File: src/rtl/rotation_theta_tracker.sv
// Rotor angle tracker: measures the IR mark-to-mark period and advances the
// angular slice index with a divider-free DDA between marks.
module rotation_theta_tracker #(
  parameter int ROTATIONAL_RES = 1024,
  parameter int NUM_MARKS      = 1,
  parameter int PERIOD_W       = 24,
  parameter int MIN_PERIOD     = 2048,
  parameter int MAX_PERIOD     = 2**24-1
) (
  input  logic                              clk_in,
  input  logic                              rst_in,
  input  logic                              ir_tripped,
  input  logic [$clog2(ROTATIONAL_RES)-1:0] offset_in,
  output logic [$clog2(ROTATIONAL_RES)-1:0] dtheta,
  output logic                              theta_valid,
  output logic                              theta_step,
  output logic [PERIOD_W-1:0]               period_out,
  output logic                              locked,
  output logic                              stalled
);
  // state       | meaning
  // ST_UNLOCKED | no period reference; the next edge is always accepted
  // ST_ACQUIRE  | one mark seen, waiting for a second to measure the period
  // ST_LOCKED   | period known, DDA advancing the slice index

  localparam int RES_W  = $clog2(ROTATIONAL_RES);
  localparam int S      = ROTATIONAL_RES / NUM_MARKS;
  localparam int MARK_W = (NUM_MARKS > 1) ? $clog2(NUM_MARKS) : 1;

  localparam logic [RES_W-1:0]    SLICE_LAST = RES_W'(S - 1);
  localparam logic [PERIOD_W:0]   S_ACC      = (PERIOD_W+1)'(S);
  localparam logic [PERIOD_W-1:0] MIN_P      = PERIOD_W'(MIN_PERIOD);
  localparam logic [PERIOD_W-1:0] MAX_P      = PERIOD_W'(MAX_PERIOD);
  localparam logic [MARK_W-1:0]   MARK_ONE   = MARK_W'((NUM_MARKS > 1) ? 1 : 0);

  typedef enum logic [1:0] {ST_UNLOCKED, ST_ACQUIRE, ST_LOCKED} state_t;

  state_t              state;
  logic                ir_prev;
  logic [PERIOD_W-1:0] count;
  logic [PERIOD_W:0]   acc;
  logic [RES_W-1:0]    slice;
  logic [RES_W-1:0]    offset_lat;
  logic [MARK_W-1:0]   mark;
  logic                adv;

  logic                edge_det;
  logic                accept;
  logic                stall_now;
  logic [PERIOD_W:0]   acc_sum;
  logic [PERIOD_W:0]   period_ext;
  logic [MARK_W-1:0]   mark_inc;
  logic [RES_W-1:0]    theta_calc;

  // A mark outranks both a DDA step and a stall landing on the same cycle.
  always_comb begin
    edge_det   = ir_tripped & ~ir_prev;
    accept     = edge_det & ((state == ST_UNLOCKED) | (count >= MIN_P));
    stall_now  = (state != ST_UNLOCKED) & (count == MAX_P) & ~accept;
    period_ext = {1'b0, period_out};
    acc_sum    = acc + S_ACC;
    mark_inc   = (NUM_MARKS > 1) ? mark + 1'b1 : '0;
    theta_calc = RES_W'(32'(mark) * S) + slice + offset_lat;
  end

  assign theta_valid = locked;

  always_ff @(posedge clk_in or posedge rst_in) begin
    if (rst_in) begin
      state      <= ST_UNLOCKED;
      ir_prev    <= 1'b0;
      count      <= '0;
      acc        <= '0;
      slice      <= '0;
      offset_lat <= '0;
      mark       <= '0;
      adv        <= 1'b0;
      dtheta     <= '0;
      theta_step <= 1'b0;
      period_out <= '0;
      locked     <= 1'b0;
      stalled    <= 1'b0;
    end else begin
      ir_prev    <= ir_tripped;
      adv        <= 1'b0;
      // dtheta and theta_step trail the internal slice/mark update by one cycle
      theta_step <= adv & ~stall_now;
      dtheta     <= (state == ST_LOCKED && !stall_now) ? theta_calc : '0;

      if (accept)
        count <= PERIOD_W'(1);
      else if (count != MAX_P)
        count <= count + 1'b1;

      case (state)
        ST_UNLOCKED: begin
          if (accept) begin
            state      <= ST_ACQUIRE;
            stalled    <= 1'b0;
            mark       <= '0;
            offset_lat <= offset_in;
          end
        end
        ST_ACQUIRE, ST_LOCKED: begin
          if (accept) begin
            state      <= ST_LOCKED;
            locked     <= 1'b1;
            period_out <= count;
            mark       <= (state == ST_ACQUIRE) ? MARK_ONE : mark_inc;
            slice      <= '0;
            acc        <= '0;
            adv        <= 1'b1;
            offset_lat <= offset_in;
          end else if (stall_now) begin
            state   <= ST_UNLOCKED;
            locked  <= 1'b0;
            stalled <= 1'b1;
          end else if (state == ST_LOCKED && slice != SLICE_LAST) begin
            // last slice of the sector holds until the next mark
            if (acc_sum >= period_ext) begin
              acc   <= acc_sum - period_ext;
              slice <= slice + 1'b1;
              adv   <= 1'b1;
            end else begin
              acc <= acc_sum;
            end
          end
        end
        default: state <= ST_UNLOCKED;
      endcase
    end
  end

endmodule
File: config.mk
export PLATFORM = sky130hd
export DESIGN_NAME = rotation_theta_tracker
export DESIGN_NICKNAME = d
export VERILOG_FILES = /design/src/rtl/rotation_theta_tracker.sv
export SDC_FILE = /design/constraint.sdc
export NUM_CORES = 1
export LEC_CHECK = 0
export BUFFER_PORTS_ARGS = -buffer_cell sky130_fd_sc_hd__buf_4
export CORE_MARGIN = 4
export CORE_UTILIZATION = 53
export CTS_CLUSTER_SIZE = 24
export DETAILED_ROUTE_END_ITERATION = 7
export GPL_TIMING_DRIVEN = 1
export PLACE_DENSITY_LB_ADDON = 0.2
export SLEW_MARGIN = 20
export SYNTH_ARGS = -nofsm -noshare
export SYNTH_HDL_FRONTEND = slang
export SYNTH_SLANG_ARGS = --single-unit
File: constraint.sdc
create_clock -name clk_in -period 3.5 [get_ports clk_in]
set_input_delay 0.7 -clock clk_in [delete_from_list [all_inputs] [get_ports clk_in]]
set_output_delay 0.7 -clock clk_in [all_outputs]
set_load 0.005 [all_outputs]
==> impl_metrics.ini <==
[floorplan]
io_pins = 51
rows = 40
dieArea_sq_um = 14200
core-area_sq_um = 12000
die_y_um = 119
dieWidth_um = 119
start_util = 0.543

[cts]
cts.sinks = 110
clk_pin_slew_ps = 80
htreeDepth = 3
cts_hold_buffers = 0
cts_tree = done
cts_made_buffers = 9
clock_path_buffers = 2
insertion_delay_ps = 360
clockRootBuffer = clkbuf_16

[worst_setup_path]
crit_slowest_cell = or4_4
cp-start-kind = register
arrival_ps = 3750
required_ps = 3780
worstSetupEndpointType = register
path_class = register to register
crit_chain = ha_4, buf_4, and3_1, nand3_2, xnor2_4, ha_4, a21oi_1, o21ai_1, a22oi_1, o211ai_1, buf_4, or4_4, or3_1, o211ai_1
path_max_fanout = 8
max_stage_delay_ps = 560

[yosys]
async_reset_ff_frac = 1.00
synth_edf_count = 0
synth_cell_types = 61
syn_inst = 679
syn-num-nets = 734
syn_area_sq_um = 6530
yosysWarnings = 0
ys.flop_type = dfrtp_1
ys_ff_latch = 110
ys_seq_area_frac = 0.422
syn_area_per_cell_sq_um = 9.61

[global_route]
grt_pass1_vias = 5316
grt_usage = 0.229
grt_overflow_total = 0
antenna_found_initial = 0
grt_max_degree = 57
grt_pass1_wl_um = 26300

[final_layout]
drive_gt1_frac = 0.238
layout.cells.non_filler = 912
final_core_util = 0.655
nets = 815
diodes = 0
finalInstanceArea_sq_um = 7870
syn2layout_area_growth_pct = 20.5

[placed_design]
gp_congestion = 1.05
dp_cells = 889
numPortBuffers = 50
pre_cts_slack_ps = -97.9
placed_cell_area_sq_um = 7290
hpwl_um = 11500

[sta]
fmax_ghz = 0.288
rsz0062_at_grt = true
final.min_clock_period_ps = 3470
skew_ps = 8.76
hold_viol_final = 0
worstMarginPinSlew_ps = 838
fin_hold_ws_ps = 460
period_share = 0.991
maxSlewViolCount = 0
timing.final.ws_setup_ps = 31.5
tns_ps = 0
max_slew_margin = 0.440
setup_viol = 0

[run]
timing.max_cap.violations = 0

[power_and_ir_drop]
swShare = 0.417
ir_drop_mv = 0.364
internal-power_mw = 3.85
cellPowerDensity_nw_per_um2 = 839
power.leakage_nw = 3.75
pwr-share-clk = 0.165
p_sw_mw = 2.75
total_power_mw = 6.60
power.share.sequential = 0.273
power.share.combinational = 0.562

[detailed_routing]
ant_nets = 0
drc = 0
drt_iter0_drc = 275
drt-total-wl_um = 15900
vias = 5343
viasPerCell = 5.86
wl_per_cell_um = 17.5
drt-pass1-iter-count = 5

[worst_hold_path]
hold_path.class = input port to register

[run_status]
status = finished clean
==> cells in the final DEF, fill, tap and decap left out, drive strengths merged, types with 31 or more instances in the layout <==
| master | netlist | layout |
|---|---|---|
| o21ai | 40 | 40 |
| nand2 | 58 | 58 |
| inv | 41 | 44 |
| xnor2 | 31 | 31 |
| nor2 | 65 | 65 |
| mux2 | 32 | 32 |
| buf | 8 | 90 |
| xor2 | 33 | 33 |
| ha | 40 | 40 |
| dfrtp | 110 | 110 |
==> final timing paths <==
check / slack (ps) / start / depth (start not counted) / to
worst max-delay path: 30 / acc[11] / 14 / acc[14]
worst min-delay path: 460 / ir_tripped / 1 / ir_prev
worst max register to register: 30 / acc[11] / 14 / acc[14]
worst min register to register: 500 / acc[4] / 2 / acc[4]
max in group asynchronous: 2260 / rst_in / 3 / count[22]
min in group asynchronous: 490 / rst_in / 2 / count[2]
==> state kept, by name (all words and copies together), names as in the netlist, 2 cells and up <==
signal	cells
dtheta	10
acc	25
state	2
period_out	24
slice	10
offset_lat	10
count	24
==> final cells by class <==
| class | count | area [sq um] |
|---|---|---|
| Timing Repair Buffer | 90 | 721 |
| Sequential cell | 110 | 2760 |
| Tap cell | 147 | 184 |
| Multi-Input combinational cell | 508 | 3740 |
| Clock buffer | 9 | 225 |
| Clock inverter | 7 | 86.3 |
| Inverter | 41 | 158 |
| Fill cell | 953 | 4150 |
==> critical path: cells and delay by family (launching register included) <==
kind / cells / cell delay (ps)
AO/OA/AOI/OAI: 5 / 800
AND/OR/NAND/NOR: 4 / 1220
adder cells (fa/ha/maj): 2 / 430
XOR/XNOR: 1 / 240
buffers and inverters: 2 / 300
flip-flops: 1 / 400
==> repair_timing <==
item                                    CTS  global route
pin swaps                                 9            13
resized for setup                        14            24
endpoints found under the setup margin    7            29
buffers inserted                          5             2
==> cells in the mapped netlist (all sizes together), types with 10 or more instances <==
cell type / count / area [sq um]
dfrtp: 110 / 2750
nor2: 65 / 244
nand2: 58 / 218
inv: 41 / 154
ha: 40 / 500
o21ai: 40 / 200
xor2: 33 / 289
mux2: 32 / 360
xnor2: 31 / 272
nand3: 30 / 150
a21oi: 27 / 135
nand4: 18 / 113
a21o: 15 / 113
clkbuf: 12 / 45.0
and3: 10 / 62.6
nor3: 10 / 55.1
==> layer usage <==
metal | routed length (um) | vias up | global-route usage
li1 | - | 2563 | -
met1 | 7390 | 2600 | 0.329
met2 | 7410 | 153 | 0.358
met3 | 747 | 27 | 0.0280
met4 | 369 | 0 | 0.0811
met5 | 0 | - | 0
==> power groups by stage <==
stage / sequential, mW / clock (mW) / combinational [mW]
4_1_cts: 1.78 / 1.11 / 3.57
3_5_place_dp: 1.80 / 0 / 3.45
3_3_place_gp: 1.79 / 0 / 3.38
6_report: 1.80 / 1.09 / 3.71
2_1_floorplan: 1.75 / 0 / 2.49
5_1_grt: 1.84 / 1.15 / 4.06
==> logic make-up after synthesis <==
kind of cell | count (synthesis) | synth area share
flip-flops | 110 | 0.422
AND/OR/NAND/NOR | 236 | 0.182
XOR/XNOR | 64 | 0.0859
buffers and inverters | 61 | 0.0380
multiplexers | 35 | 0.0598
AO/OA/AOI/OAI | 131 | 0.130
adder cells (fa/ha/maj) | 42 | 0.0828
Note: power is estimated with default switching activity, not from simulation.
